## config.mk

```make
export PLATFORM = sky130hd
export DESIGN_NAME = pet_stats_engine_flat
export DESIGN_NICKNAME = d
export VERILOG_FILES = /design/src/rtl/pet_stats_if.sv /design/src/rtl/pet_stats_engine.sv /design/src/flat_wrapper.sv
export SDC_FILE = /design/constraint.sdc
export NUM_CORES = 1
export LEC_CHECK = 0
export CAP_MARGIN = 20
export CELL_PAD_IN_SITES_DETAIL_PLACEMENT = 1
export CELL_PAD_IN_SITES_GLOBAL_PLACEMENT = 1
export CORE_MARGIN = 2
export CORE_UTILIZATION = 48
export CTS_BUF_LIST = sky130_fd_sc_hd__clkbuf_8
export CTS_CLUSTER_DIAMETER = 200
export DETAILED_ROUTE_END_ITERATION = 8
export GPL_ROUTABILITY_DRIVEN = 0
export PLACE_DENSITY = 0.85
export SETUP_SLACK_MARGIN = 0.02
export SLEW_MARGIN = 20
export SYNTH_ARGS = -nofsm -noshare
export SYNTH_HDL_FRONTEND = slang
export SYNTH_SLANG_ARGS = --single-unit
```

## constraint.sdc

```tcl
create_clock -name clk -period 5.7 [get_ports clk]
set_input_delay 0.57 -clock clk [delete_from_list [all_inputs] [get_ports clk]]
set_output_delay 0.57 -clock clk [all_outputs]
set_load 0.01 [all_outputs]
```

## src/rtl/pet_stats_if.sv

```systemverilog
// Pet stats engine bus: action handshake, random source, tick pulse and status outputs.
//   master: drives action_valid/action_id/rand_in, observes everything else.
//   slave : the engine; drives action_ready, tick_out, stats_flat, critical_mask, mood.
interface pet_stats_if #(
    parameter int unsigned NUM_STATS = 6,
    parameter int unsigned STAT_W    = 4
);
    logic                          action_valid;
    logic [2:0]                    action_id;
    logic                          action_ready;
    logic [3:0]                    rand_in;
    logic                          tick_out;
    logic [NUM_STATS*STAT_W-1:0]   stats_flat;
    logic [NUM_STATS-1:0]          critical_mask;
    logic [1:0]                    mood;

    modport master (
        output action_valid, action_id, rand_in,
        input  action_ready, tick_out, stats_flat, critical_mask, mood
    );

    modport slave (
        input  action_valid, action_id, rand_in,
        output action_ready, tick_out, stats_flat, critical_mask, mood
    );
endinterface

```

## src/rtl/pet_stats_engine.sv

```systemverilog
// Pet stat counters: saturating stats decayed one-per-cycle on each prescaled tick,
// boosted by accepted user actions, with a registered mood code and critical mask.
//   clk, rst : clock, synchronous active-high reset
//   bus      : pet_stats_if slave (action valid/ready/id, rand_in, tick_out,
//              stats_flat, critical_mask, mood)
module pet_stats_engine #(
    parameter int unsigned NUM_STATS   = 6,
    parameter int unsigned STAT_W      = 4,
    parameter int unsigned TICK_DIV    = 10_000_000,
    parameter int unsigned DECAY_STEP  = 1,
    parameter int unsigned ACTION_GAIN = 4,
    parameter int unsigned CRIT_LEVEL  = 3,
    parameter int unsigned RESET_VAL   = 8
) (
    input  logic clk,
    input  logic rst,
    pet_stats_if.slave bus
);
    localparam int unsigned PRE_W = $clog2(TICK_DIV);
    localparam int unsigned SMAX  = (1 << STAT_W) - 1;
    localparam int unsigned CNT_W = 4;

    localparam logic [1:0] MOOD_HAPPY = 2'd0;
    localparam logic [1:0] MOOD_NEEDY = 2'd1;
    localparam logic [1:0] MOOD_SICK  = 2'd2;
    localparam logic [1:0] MOOD_DEAD  = 2'd3;

    typedef enum logic [1:0] {IDLE, DECAY, EVAL, DEAD} state_t;

    state_t                             state_q, state_d;
    logic [PRE_W-1:0]                   presc_q;
    logic                               tick_q;
    logic                               tick_pend_q;
    logic                               consume_c;
    logic [2:0]                         idx_q, idx_d;
    logic [3:0]                         rsel_q, rsel_d;
    logic [NUM_STATS-1:0][STAT_W-1:0]   stats_q, stats_d;
    logic [NUM_STATS-1:0]               mask_q, mask_d;
    logic [1:0]                         mood_q, mood_d;

    logic                               wrap_c;
    logic [NUM_STATS-1:0]               crit_c;
    logic [CNT_W-1:0]                   ncrit_c;
    logic                               all_zero_c;
    logic [STAT_W:0]                    dec_c;

    assign wrap_c = (presc_q == PRE_W'(TICK_DIV - 1));

    // Add with saturation at SMAX using a one-bit-wider intermediate.
    function automatic logic [STAT_W-1:0] sat_add(input logic [STAT_W-1:0] v);
        logic [STAT_W:0] sum;
        sum = {1'b0, v} + (STAT_W+1)'(ACTION_GAIN);
        return (sum > (STAT_W+1)'(SMAX)) ? STAT_W'(SMAX) : sum[STAT_W-1:0];
    endfunction

    // Subtract with floor at zero.
    function automatic logic [STAT_W-1:0] sat_sub(input logic [STAT_W-1:0] v,
                                                  input logic [STAT_W:0]   d);
        logic [STAT_W:0] diff;
        diff = {1'b0, v} - d;
        return ({1'b0, v} < d) ? '0 : diff[STAT_W-1:0];
    endfunction

    // Status view of the live stats, sampled into mask/mood only in EVAL.
    always_comb begin
        crit_c     = '0;
        ncrit_c    = '0;
        all_zero_c = 1'b1;
        for (int i = 0; i < NUM_STATS; i++) begin
            crit_c[i] = (stats_q[i] <= STAT_W'(CRIT_LEVEL));
            ncrit_c   = ncrit_c + CNT_W'(crit_c[i]);
            if (stats_q[i] != '0) all_zero_c = 1'b0;
        end
    end

    // Decrement for the stat under the sweep; the randomly selected one loses one more.
    assign dec_c = (STAT_W+1)'(DECAY_STEP) +
                   (STAT_W+1)'((rsel_q == {1'b0, idx_q}) ? 1 : 0);

    // Next-state and datapath.
    always_comb begin
        state_d   = state_q;
        stats_d   = stats_q;
        idx_d     = idx_q;
        rsel_d    = rsel_q;
        mask_d    = mask_q;
        mood_d    = mood_q;
        consume_c = 1'b0;
        case (state_q)
            IDLE: begin
                if (tick_pend_q) begin
                    rsel_d    = bus.rand_in;
                    idx_d     = 3'd0;
                    consume_c = 1'b1;
                    state_d   = DECAY;
                end else if (bus.action_valid) begin
                    // Out-of-range ids are accepted but touch nothing.
                    for (int i = 0; i < NUM_STATS; i++) begin
                        if (bus.action_id == 3'(i)) stats_d[i] = sat_add(stats_q[i]);
                    end
                    state_d = EVAL;
                end
            end
            DECAY: begin
                for (int i = 0; i < NUM_STATS; i++) begin
                    if (idx_q == 3'(i)) stats_d[i] = sat_sub(stats_q[i], dec_c);
                end
                if (idx_q == 3'(NUM_STATS - 1)) state_d = EVAL;
                else                            idx_d   = idx_q + 3'd1;
            end
            EVAL: begin
                mask_d = crit_c;
                if (all_zero_c)                mood_d = MOOD_DEAD;
                else if (ncrit_c >= CNT_W'(3)) mood_d = MOOD_SICK;
                else if (ncrit_c != '0)        mood_d = MOOD_NEEDY;
                else                           mood_d = MOOD_HAPPY;
                state_d = all_zero_c ? DEAD : IDLE;
            end
            DEAD: begin
                state_d = DEAD;
            end
            default: state_d = IDLE;
        endcase
    end

    // State, prescaler and output registers.
    always_ff @(posedge clk) begin
        if (rst) begin
            state_q     <= IDLE;
            presc_q     <= '0;
            tick_q      <= 1'b0;
            tick_pend_q <= 1'b0;
            idx_q       <= '0;
            rsel_q      <= '0;
            stats_q     <= {NUM_STATS{STAT_W'(RESET_VAL)}};
            mask_q      <= '0;
            mood_q      <= MOOD_HAPPY;
        end else begin
            state_q     <= state_d;
            presc_q     <= wrap_c ? '0 : presc_q + PRE_W'(1);
            // Registered copy of the wrap so tick_out lines up with presc==TICK_DIV-1.
            tick_q      <= (presc_q == PRE_W'(TICK_DIV - 2));
            // A new wrap wins over consumption; a second pending tick is absorbed.
            tick_pend_q <= wrap_c | (tick_pend_q & ~consume_c);
            idx_q       <= idx_d;
            rsel_q      <= rsel_d;
            stats_q     <= stats_d;
            mask_q      <= mask_d;
            mood_q      <= mood_d;
        end
    end

    assign bus.action_ready  = (state_q == IDLE) && !tick_pend_q;
    assign bus.tick_out      = tick_q;
    assign bus.stats_flat    = stats_q;
    assign bus.critical_mask = mask_q;
    assign bus.mood          = mood_q;
endmodule
```

## src/flat_wrapper.sv

```systemverilog
// flat-port wrapper written by rule: the top's interface ports become plain ports
module pet_stats_engine_flat 
#(
    parameter int unsigned NUM_STATS   = 6,
    parameter int unsigned STAT_W      = 4,
    parameter int unsigned TICK_DIV    = 10_000_000,
    parameter int unsigned DECAY_STEP  = 1,
    parameter int unsigned ACTION_GAIN = 4,
    parameter int unsigned CRIT_LEVEL  = 3,
    parameter int unsigned RESET_VAL   = 8
)
  (clk, rst, bus_action_valid, bus_action_id, bus_rand_in, bus_action_ready, bus_tick_out, bus_stats_flat, bus_critical_mask, bus_mood);
  pet_stats_if #(.NUM_STATS(NUM_STATS), .STAT_W(STAT_W)) bus_i ();
  input  logic clk;
  input  logic rst;
  input wire logic [$bits(bus_i.action_valid)-1:0] bus_action_valid;
  input wire logic [$bits(bus_i.action_id)-1:0] bus_action_id;
  input wire logic [$bits(bus_i.rand_in)-1:0] bus_rand_in;
  output wire logic [$bits(bus_i.action_ready)-1:0] bus_action_ready;
  output wire logic [$bits(bus_i.tick_out)-1:0] bus_tick_out;
  output wire logic [$bits(bus_i.stats_flat)-1:0] bus_stats_flat;
  output wire logic [$bits(bus_i.critical_mask)-1:0] bus_critical_mask;
  output wire logic [$bits(bus_i.mood)-1:0] bus_mood;
  assign bus_i.action_valid = bus_action_valid;
  assign bus_i.action_id = bus_action_id;
  assign bus_i.rand_in = bus_rand_in;
  assign bus_action_ready = bus_i.action_ready;
  assign bus_tick_out = bus_i.tick_out;
  assign bus_stats_flat = bus_i.stats_flat;
  assign bus_critical_mask = bus_i.critical_mask;
  assign bus_mood = bus_i.mood;
  pet_stats_engine #(.NUM_STATS(NUM_STATS), .STAT_W(STAT_W), .TICK_DIV(TICK_DIV), .DECAY_STEP(DECAY_STEP), .ACTION_GAIN(ACTION_GAIN), .CRIT_LEVEL(CRIT_LEVEL), .RESET_VAL(RESET_VAL)) u_core (.clk(clk), .rst(rst), .bus(bus_i));
endmodule
```

==> results.cfg <==
[finish]
multi_input_area_mm2 = 0.00247
antennaDiodeCount = 0
fin_area_mm2 = 0.00471
ff_latch_area_mm2 = 0.00134
nNetsFinal = 573
area_growth_pct = 17.0
layout_commonest_cell = dfxtp_1
final_cell_mix = dfxtp_1, nor2_1, nand2_1, clkdlybuf4s50_1, a21oi_1
drive_gt1_frac = 0.0588
fillCellCount = 998

[pwr]
peakVddDrop_mv = 0.128
power_per_cell_area_mw_per_mm2 = 253
power.total_mw = 1.19
p_leak_nw = 1.81

[timing]
fin_crit_ns = 3.21
finalSetupViolCount = 0
rsz0062_at_grt = false
worst_pin_slew_ns = 0.763
slew_viol_final = 0
hold_viol = 0
post-route-period-util = 0.564
slew-limit-headroom = 0.491
fin_tns_setup_ns = 0
fmax_ghz = 0.311
finClkSkew_ns = 0.0128

[global_routing]
grt_max_degree = 34
grt_pass1_vias = 3743
antenna_found_initial = 0
grt_use_total = 0.262
grt_overflow_total = 0
grt_pass1_wl_um = 18500

[clock_network]
cts_setup_buffers = 0
cts_root_buf = clkbuf_8
path_clk_slew_ns = 0.08
cts_htree_levels = 3
cts_num_sinks = 67
clk-insertion-delay-late_ns = 0.35
cts_buffer_depth = 2
cts_tree = built
hold_buffers = 0
cts.repair.resized = 0
cts-buffers-inserted = 9

[synthesis]
ys.flop_type = dfxtp_1
syn_nets = 533
yosysUniqueCellTypes = 58
synthTopCellsByArea = dfxtp_1, ha_1, a21oi_1
yosysWarnings = 0
syn_area_per_cell_um2 = 8.33
ys_ff_latch = 67
synth_area_leader_cell = dfxtp_1
syn-cell-area_mm2 = 0.00402
synth.top_cell.area_share = 0.333
synthCells = 483
synthArstFlopShare = 0
yosysSeqAreaShare = 0.333
synth_edf_count = 0

[route]
postRouteAntennaNets = 0
drt_iter0_drc = 124
viasPerCell = 5.74
num_vias = 3627
wl_per_cell_um = 17.8
dr.pass1.iters = 4
drc = 0
drt_wl_total_um = 11300

[setup_path]
slowest_delay_ns = 0.88
cp-start-kind = flip-flop
critPathMostFrequentCell = a211oi_1
critical_path_buf_inv_count = 0
timing.critical_path.to_type = flip-flop
cp_slowest_cell = or4_1
crit_family = compound AO/OA/AOI/OAI gates
path_max_fanout = 14
critPathKind = flip-flop to flip-flop
crit_chain = xor2_1 > or4_1 > ha_1 > a2111oi_0 > o21ai_0 > a211oi_1 > a211oi_1
ff2ff_setup_slack_ns = 2.49
required_ns = 5.93
cp_data_arrival_time_ns = 3.44

[place]
dp_hpwl_um = 8440
numPortBuffers = 43
placed_area_mm2 = 0.00453

[run_status]
status = finished, final reports clean

[job]
max-cap-violations = 0

[die]
core-area_mm2 = 0.00818
dieWidth_um = 95.5
rows = 33
die_area_mm2 = 0.00913
die-height_um = 95.5
initial_utilization = 0.492
io_pins = 44

[hold_path]
min_path_type = flip-flop to flip-flop
## tightest hold or removal path: cells and delay by family, from the launching register on
family / cells / cell delay, ns
DFF: 1 / 0.31
AOI/OAI and AO/OA: 1 / 0.05
and+or+nand+nor: 1 / 0.05
## routing by layer
layer  global-route usage  part of all wire  vias to the layer above
met5                    0                 0                        -
met4               0.0940             0.027                        0
met3               0.0466             0.033                       22
met2                0.464              0.51                       71
met1                0.317              0.43                     1767
li1                     -                 -                     1767
## cells in the mapped netlist, drive strengths merged (3+ instances only)
library cell and count:
dfxtp 67, nor2 54, nand2 46, a21oi 41
inv 39, ha 31, xor2 19, o21ai 18
nand3 17, nand4 10, nor3 10, fa 9
buf 8, clkbuf 8, nor2b 8, a211oi 7
o31ai 7, nand2b 6, nor4 6, o211ai 6
xnor2 6, and2 5, a31oi 4, o21a 4
o221a 4, or4 4, and3 3, o211a 3
## cell families (layout without fill, tap and decap cells)
| kind of cell | count (synthesis) | in the layout | synth area share |
|---|---|---|---|
| compound gates | 111 | 111 | 0.185 |
| buf+inv | 55 | 99 | 0.0532 |
| mux | 2 | 2 | 0.00529 |
| xor+xnor | 25 | 25 | 0.0544 |
| fa+ha+maj | 40 | 40 | 0.141 |
| flops | 67 | 67 | 0.333 |
| simple gates | 183 | 183 | 0.227 |
## power breakdown
part	internal, mW	total (mW)	switching, mW	leakage, nW
combinational	0.128	0.303	0.175	1.19
sequential	0.491	0.528	0.0368	0.543
clock	0.165	0.359	0.194	0.0839
## registers in the layout (all words and copies together), names as in the netlist
register	flops
u_core.state_q	2
u_core.bus.critical_mask	6
u_core.rsel_q	4
u_core.bus.tick_out	1
u_core.presc_q	24
u_core.tick_pend_q	1
u_core.bus.stats_flat	24
u_core.bus.mood	2
u_core.idx_q	3
## layout make-up
cell class | count | share of cell area
clock inverter | 5 | 0.00638
timing repair buffer | 45 | 0.0947
sequential | 67 | 0.285
inverter | 39 | 0.0311
tap | 105 | 0.0279
clock buffer | 10 | 0.0292
multi-input combinational | 361 | 0.526
## worst paths after layout
check	from	to	cells after the start
worst min register to register	u_core.bus.critical_mask[2]	u_core.bus.critical_mask[2]	2
worst max-delay path	u_core.idx_q[2]	u_core.bus.stats_flat[6]	7
worst max register to register	u_core.idx_q[2]	u_core.bus.stats_flat[6]	7
worst min-delay path	u_core.bus.critical_mask[2]	u_core.bus.critical_mask[2]	2
## metrics by stage
| step | std cells | hold slack (ns) | utilization | setup WS, ns |
|---|---|---|---|---|
| finish | 632 | 0.464 | 0.576 | 2.49 |
| global route | 632 | 0.475 | 0.576 | 2.16 |
| CTS | 632 | 0.465 | 0.575 | 2.47 |
| detailed placement | 617 | 0.453 | 0.554 | 2.47 |
| global placement | 617 | 0.445 | 0.554 | 2.63 |
| floorplan | 483 | 0.431 | - | 2.88 |
Note: power is estimated with default switching activity, not from simulation.
